===== config.mk =====
export PLATFORM = sky130hd
export DESIGN_NAME = mem_access_unit
export DESIGN_NICKNAME = d
export VERILOG_FILES = /design/src/rtl/mem_access_unit.sv
export SDC_FILE = /design/constraint.sdc
export NUM_CORES = 1
export LEC_CHECK = 0
export CORE_MARGIN = 5
export CORE_UTILIZATION = 35
export CTS_BUF_LIST = sky130_fd_sc_hd__clkbuf_4 sky130_fd_sc_hd__clkbuf_8
export DETAILED_ROUTE_END_ITERATION = 12
export GPL_TIMING_DRIVEN = 0
export PLACE_DENSITY_LB_ADDON = 0.3
export SLEW_MARGIN = 5
export SYNTH_ARGS = -nofsm -noshare
export SYNTH_HDL_FRONTEND = slang
export SYNTH_SLANG_ARGS = --single-unit

===== constraint.sdc =====
create_clock -name clk -period 5.5 [get_ports clk]
set_input_delay 1.1 -clock clk [delete_from_list [all_inputs] [get_ports clk]]
set_output_delay 1.1 -clock clk [all_outputs]
set_load 0.005 [all_outputs]

===== src/rtl/mem_access_unit.sv =====
// Load/store sequencer: turns byte/half/word requests into word-aligned RAM reads and read-modify-write stores.
// 1-4 RAM cycles plus one DONE (or FAULT) cycle; busy is high throughout and requests are ignored until IDLE.
`timescale 1ns/1ps
module mem_access_unit #(
  parameter int ALLOW_MISALIGNED = 1
) (
  input  logic        clk,
  input  logic        rst,
  input  logic        req_valid,
  input  logic        req_is_store,
  input  logic [1:0]  req_size,
  input  logic        req_signed,
  input  logic [31:0] req_addr,
  input  logic [31:0] req_wdata,
  output logic        busy,
  output logic        done,
  output logic        fault,
  output logic [31:0] rdata,
  output logic [31:0] ram_address,
  output logic        ram_is_store,
  output logic [31:0] ram_wdata,
  input  logic [31:0] ram_rdata
);

  typedef enum logic [2:0] {
    S_IDLE, S_RD0, S_RD1, S_WR0, S_WR1, S_DONE, S_FAULT
  } state_t;

  state_t      r_state;
  logic        r_is_store;
  logic        r_signed;
  logic [1:0]  r_size;
  logic [31:0] r_addr;
  logic [31:0] r_wdata;
  logic [31:0] r_word0;
  logic        r_busy;
  logic        r_done;
  logic        r_fault;
  logic        r_ram_is_store;
  logic [31:0] r_rdata;
  logic [31:0] r_ram_address;
  logic [31:0] r_ram_wdata;

  function automatic logic [7:0] size_mask(input logic [1:0] size);
    logic [7:0] m;
    case (size)
      2'd0:    m = 8'h01;
      2'd1:    m = 8'h03;
      default: m = 8'h0F;
    endcase
    return m;
  endfunction

  function automatic logic [31:0] merge(input logic [31:0] old_w, input logic [31:0] new_w,
                                        input logic [3:0] sel);
    logic [31:0] m;
    for (int i = 0; i < 4; i++) begin
      m[8*i +: 8] = sel[i] ? new_w[8*i +: 8] : old_w[8*i +: 8];
    end
    return m;
  endfunction

  // Decode of the request offered in IDLE
  logic        w_in_misaligned;
  logic        w_in_fault;
  logic        w_in_store_word;
  logic [31:0] w_in_w0;

  assign w_in_misaligned = (req_size == 2'd1 && req_addr[0]) ||
                           (req_size == 2'd2 && req_addr[1:0] != 2'd0);
  assign w_in_fault      = (req_size == 2'd3) || (ALLOW_MISALIGNED == 0 && w_in_misaligned);
  assign w_in_store_word = req_is_store && req_size == 2'd2 && req_addr[1:0] == 2'd0;
  assign w_in_w0         = {req_addr[31:2], 2'b00};

  // Decode of the latched request
  logic [1:0]  w_off;
  logic [31:0] w_w0;
  logic [31:0] w_w1;
  logic [7:0]  w_mask;
  logic        w_spans;
  logic [63:0] w_wshift;
  logic [31:0] w_merge0;
  logic [31:0] w_merge1;
  logic [31:0] w_lo;
  logic [31:0] w_hi;
  logic [31:0] w_ld_raw;
  logic [31:0] w_ld_ext;

  assign w_off    = r_addr[1:0];
  assign w_w0     = {r_addr[31:2], 2'b00};
  assign w_w1     = w_w0 + 32'd4;
  assign w_mask   = size_mask(r_size) << w_off;
  assign w_spans  = |w_mask[7:4];
  assign w_wshift = {32'b0, r_wdata} << {w_off, 3'b000};
  assign w_merge0 = merge(ram_rdata, w_wshift[31:0], w_mask[3:0]);
  assign w_merge1 = merge(ram_rdata, w_wshift[63:32], w_mask[7:4]);

  // In RD1 the low word was captured during RD0 and the live read is the high word
  assign w_lo     = (r_state == S_RD1) ? r_word0 : ram_rdata;
  assign w_hi     = (r_state == S_RD1) ? ram_rdata : 32'd0;
  assign w_ld_raw = 32'({w_hi, w_lo} >> {w_off, 3'b000});

  always_comb begin
    w_ld_ext = w_ld_raw;
    case (r_size)
      2'd0:    w_ld_ext = {{24{r_signed & w_ld_raw[7]}}, w_ld_raw[7:0]};
      2'd1:    w_ld_ext = {{16{r_signed & w_ld_raw[15]}}, w_ld_raw[15:0]};
      default: w_ld_ext = w_ld_raw;
    endcase
  end

  always_ff @(posedge clk) begin
    if (rst) begin
      r_state        <= S_IDLE;
      r_is_store     <= 1'b0;
      r_signed       <= 1'b0;
      r_size         <= 2'd0;
      r_addr         <= 32'd0;
      r_wdata        <= 32'd0;
      r_word0        <= 32'd0;
      r_busy         <= 1'b0;
      r_done         <= 1'b0;
      r_fault        <= 1'b0;
      r_ram_is_store <= 1'b0;
      r_rdata        <= 32'd0;
      r_ram_address  <= 32'd0;
      r_ram_wdata    <= 32'd0;
    end else begin
      r_done         <= 1'b0;
      r_fault        <= 1'b0;
      r_ram_is_store <= 1'b0;
      case (r_state)
        S_IDLE: begin
          if (req_valid) begin
            r_is_store <= req_is_store;
            r_signed   <= req_signed;
            r_size     <= req_size;
            r_addr     <= req_addr;
            r_wdata    <= req_wdata;
            r_busy     <= 1'b1;
            if (w_in_fault) begin
              r_state <= S_FAULT;
              r_fault <= 1'b1;
            end else if (w_in_store_word) begin
              r_state        <= S_WR0;
              r_ram_address  <= w_in_w0;
              r_ram_is_store <= 1'b1;
              r_ram_wdata    <= req_wdata;
            end else begin
              r_state       <= S_RD0;
              r_ram_address <= w_in_w0;
            end
          end
        end
        S_RD0: begin
          if (r_is_store) begin
            r_state        <= S_WR0;
            r_ram_is_store <= 1'b1;
            r_ram_wdata    <= w_merge0;
          end else if (w_spans) begin
            r_state       <= S_RD1;
            r_word0       <= ram_rdata;
            r_ram_address <= w_w1;
          end else begin
            r_state <= S_DONE;
            r_done  <= 1'b1;
            r_rdata <= w_ld_ext;
          end
        end
        S_RD1: begin
          if (r_is_store) begin
            r_state        <= S_WR1;
            r_ram_is_store <= 1'b1;
            r_ram_wdata    <= w_merge1;
          end else begin
            r_state <= S_DONE;
            r_done  <= 1'b1;
            r_rdata <= w_ld_ext;
          end
        end
        S_WR0: begin
          if (w_spans) begin
            r_state       <= S_RD1;
            r_ram_address <= w_w1;
          end else begin
            r_state <= S_DONE;
            r_done  <= 1'b1;
          end
        end
        S_WR1: begin
          r_state <= S_DONE;
          r_done  <= 1'b1;
        end
        default: begin
          r_state <= S_IDLE;
          r_busy  <= 1'b0;
        end
      endcase
    end
  end

  assign busy         = r_busy;
  assign done         = r_done;
  assign fault        = r_fault;
  assign rdata        = r_rdata;
  assign ram_address  = r_ram_address;
  assign ram_is_store = r_ram_is_store;
  assign ram_wdata    = r_ram_wdata;

endmodule


## Yosys cells after proc, flatten, opt, wreduce, memory -nomap -nowiden

Index checks and enable logic that the tools add are counted.

| cells by class | value |
|---|---|
| equal/unequal tests | 15 |
| mux-type cells | 46 |
| shift operators | 3 |
| bitwise operators | 6 |
| reductions and logical operators | 18 |
| add/subtract/negate cells | 1 |

Operator list:

| kind | count |
|---|---|
| $mux W32 | 14 |
| $pmux W32 S3 | 2 |
| $pmux W32 S2 | 2 |
| $mux W8 | 8 |
| $shl A32 B5 Y64 | 1 |
| $shr A64 B5 Y32 | 1 |
| $add A32 B3 Y32 const B | 1 |
| $ne A2 B2 Y1 const B | 8 |
| $pmux W3 S5 | 1 |
| $mux W3 | 4 |
| $mux W1 | 10 |
| $pmux W4 S2 | 1 |
| $reduce_and A4 Y1 | 2 |
| $reduce_or A4 Y1 | 2 |
| $shl A8 B2 Y8 | 1 |
| $eq A3 B2 Y1 const B | 2 |
| $reduce_and A6 Y1 | 1 |
| $reduce_bool A3 Y1 | 2 |
| $eq A2 B2 Y1 const B | 2 |
| $logic_not A2 Y1 | 2 |
| $not A1 Y1 | 4 |
| $pmux W1 S2 | 2 |
| $pmux W1 S4 | 1 |
| $reduce_and A2 Y1 | 2 |
| other kinds (11) | 13 |

| word-level totals | value |
|---|---|
| register bits after elaboration | 203 |
| word-level logic and storage cells | 103 |

## Depth between registers and ports, before layout

| logic depth | value |
|---|---|
| depth after elaboration | 8 |
| mapped depth | 9 |
| gate-level depth less buffers | 6 |

## Worst setup path after synthesis

Ideal clock, no wire load.

| timing path | value |
|---|---|
| kind | input to register |
| start point | input ram_rdata[15] |
| end point | register r_rdata[10], in the netlist rdata[10] |
| buffers on the path | 0 |
| path slack | 2982 ps |
| required time | 5422 ps |
| cell stages on the path | 5 |
| data arrival time | 2440 ps |
| path through | mux2i_1 > mux4_2 > o31ai_1 > a31oi_1 > nor3_1 |

| between the ends | value |
|---|---|
| word-level cells in the longest chain between the ends | 7 |
| elaborated cells on any way between the ends | 9 |
| those cells by class | 1 x shift; 7 x mux; 1 x bitwise |

RTL lines:

| what | RTL line | source |
|---|---|---|
| from (decl) | 22 | `input logic [31:0] ram_rdata` |
| $mux W32 (on tied branches) | 99, 100 |  |
| $shr A64 B5 Y32 * | 101 | `assign w_ld_raw = 32'({w_hi, w_lo} >> {w_off, 3'b000});` |
| $and A1 B1 Y1 * | 106 | `2'd0: w_ld_ext = {{24{r_signed & w_ld_raw[7]}}, w_ld_raw[7:0]};` |
| $pmux W32 S2 * | 105 | `case (r_size)` |
| $mux W32 | 160 | `end else if (w_spans) begin` |
| $mux W32 | 156 | `if (r_is_store) begin` |
| $pmux W32 S2 * | 132 | `case (r_state)` |
| to (signal assigned) | 167 | `r_rdata <= w_ld_ext;` |
| to (signal assigned) | 178 | `r_rdata <= w_ld_ext;` |
| to (decl) | 40 | `logic [31:0] r_rdata;` |

Every way passes the cells marked *; elsewhere a longest branch is shown, timed or not. The select of a mux whose other input is x is not followed.
A chain may end at the register's enable or synchronous reset.

## Worst setup path in the final report

| timing path | value |
|---|---|
| start point | input ram_rdata[15] |
| end point | register r_rdata[8], in the netlist rdata[8] |

The elaborated chain is that of the path after synthesis.

==> results.toml <==
[timing]
worst_slack_ps = 1856
hold_viol = 0
period_needed_ps = 3644
rsz0062_at_grt = "no"
setup_tns_ps = 0
finalSetupViolations = 0
slew_viol_final = 0
finalClockSkew_ps = 33.80
worst_pin_slew_ps = 1366
relSlewSlack = 0.08126
finalCritPeriodShare = 0.6626
timing.hold.ws_ps = 452.9
max_freq_ghz = 0.2744

[routing]
drt_first_pass_iters = 5
wirelength_um = 47400
vias = 11931
drcViolationCount = 0
dr.first_iter.drc_count = 1375
drt-wirelength-per-cell_um = 23.10
ant_nets = 0
via_per_inst = 5.814

[global_routing]
grt_pass1_vias = 11779
use_met3 = 0.06999
antenna_found_initial = 2
grt_pass1_wl_um = 71400
track_usage = 0.2588
gr-usage-met1 = 0.3406
grt.busiest_layer = "met2"
overflow = 0
met2_usage = 0.4065
grt_max_degree = 11

[floorplan]
dieArea_mm2 = 0.03491
rows = 64
num_io_pins = 203
start_util = 0.3560
dieWidth_um = 186.9
die_y_um = 186.9
core-area_mm2 = 0.03075

[place]
place_ws_ps = 1476
hpwl_um = 36020
dp.cells = 1987
gp_congestion = 0.9444
place_area_mm2 = 0.01344
port_buffers = 199

[synthesis]
synth.yosys.warnings = 0
synthDistinctLibCells = 66
synth-seq-area-share = 0.3676
ys_seq_elements = 201
syn_inst = 1391
synth.top_cell.area_share = 0.3676
synth_top_cell_by_area = "dfxtp_1"
synth-edff-count = 0
yosysMostFrequentCell = "nand2_1"
synth_area_leaders = "dfxtp_1, nand2_1, mux2i_1"
syn_area_mm2 = 0.01095
async_flop_share = 0
synth_common_cells = "nand2_1, dfxtp_1, nor2_1"
avgSynthCellArea_um2 = 7.870
ys.flop_type = "dfxtp_1"

[clock_tree]
cts_buffers = 37
cts_tree = "done"
cts_root_buf = "clkbuf_8"
ctsResizeCount = 0
ctsLongestPathBuffers = 3
hold_buffers = 0
clkSinkCount = 201
clk_latency_ps = 550
htreeDepth = 2
clk_pin_slew_ps = 60
cts_setup_buffers = 0

[power]
vdd.ir_drop.worst_v = 0.0001630
seqPwrFrac = 0.339
power_mw = 5.746
comb_power_share = 0.389
powerDensity_mw_per_mm2 = 403.5
p_leak_nw = 4.839
p_sw_mw = 2.179
clkPwrFrac = 0.271
internal_power_mw = 3.566
sw_frac_of_total = 0.3793

[critical_path]
crit_type = "in -> reg"
reg2reg_depth = 6
crit_required_ps = 5970
crit_fanout = 8
end_kind = "register"
cp-start-kind = "input port"
arrival_ps = 4110

[hold_path]
worstHoldPathType = "reg -> reg"
holdPathStages = 2

[finish]
finalNonFillerCells = 2052
area_growth_pct = 30.07
layout.nets = 1734
utilization = 0.4631
fin_area_mm2 = 0.01424
drive_gt1_frac = 0.08041

[outcome]
status = "completed"

[job]
maxCapViolCount = 0
cell families after synthesis:
| kind of cell | count (synthesis) | synth area share |
|---|---|---|
| flip-flops | 201 | 0.3676 |
| XOR/XNOR | 18 | 0.01440 |
| adder cells (fa/ha/maj) | 1 | 0.001143 |
| AO/OA/AOI/OAI | 376 | 0.2279 |
| other | 1 | 0.0003426 |
| buffers and inverters | 134 | 0.04938 |
| multiplexers | 118 | 0.1192 |
| AND/OR/NAND/NOR | 542 | 0.2200 |
flip-flops by register name (all words and copies together), names as in the netlist, 2 cells and up:
register	flops
r_word0	32
r_state	3
r_wdata	32
ram_address	30
r_size	2
rdata	32
ram_wdata	32
r_addr	32
worst max-delay path, cell delays in order:
cell	delay (ps)
clkdlybuf4s50_1	670
mux2i_1	210
mux4_2	570
o31ai_1	1100
a31oi_1	220
nor3_1	230
metal layers:
layer / part of all wire / vias to the layer above / wire (µm)
li1: - / 5538 / -
met1: 0.43 / 5653 / 20410
met2: 0.44 / 626 / 20830
met3: 0.093 / 110 / 4393
met4: 0.037 / 4 / 1741
met5: 0.00053 / - / 25
power by group through the flow:
stage,Combinational [mW],Sequential [mW],Clock (mW)
floorplan,1.21,1.93,0
global placement,2.19,1.97,0
detailed placement,2.20,1.97,0
CTS,2.21,1.94,1.58
global route,2.42,1.98,1.65
finish,2.24,1.95,1.56
path summary, 6_finish.rpt:
kind	start	to	slack [ps]
max	ram_rdata[15]	rdata[8]	1860
min	ram_address[8]	ram_address[8]	450
max reg2reg	r_state[2]	rdata[8]	2310
min reg2reg	ram_address[8]	ram_address[8]	450
cells in the final DEF (no fill, tap or decap), types with 8 or more instances in the layout:
| cell | n |
|---|---|
| clkbuf_4 | 10 |
| a32oi_1 | 16 |
| mux2_2 | 19 |
| a221oi_1 | 26 |
| o211ai_1 | 13 |
| a31oi_1 | 13 |
| nand2_1 | 243 |
| nand3_1 | 53 |
| buf_1 | 13 |
| nand2b_1 | 12 |
| a211o_1 | 8 |
| nand4_1 | 14 |
| clkdlybuf4s50_1 | 199 |
| mux2i_1 | 91 |
| a21oi_1 | 121 |
| nor2_1 | 145 |
| nor3_1 | 26 |
| a22oi_1 | 12 |
| mux4_2 | 8 |
| xor2_1 | 8 |
| clkbuf_1 | 89 |
| dfxtp_1 | 201 |
| clkbuf_8 | 45 |
| xnor2_1 | 10 |
| a311oi_1 | 18 |
| buf_2 | 16 |
| a211oi_1 | 42 |
| o2bb2ai_1 | 10 |
| inv_1 | 9 |
| o21ai_0 | 59 |
final cells by class:
cell class / count / area [µm²]
clock inverters: 8 / 93.84
multi-input cells: 1057 / 6394
diodes: 2 / 5.005
repair buffers: 199 / 1992
clock buffers: 55 / 694.4
flip-flops and latches: 201 / 4024
plain buffers: 124 / 503.0
well taps: 396 / 495.5
inverters: 10 / 37.54
fillers: 3180 / 16510
Note: power is estimated with default switching activity, not from simulation.
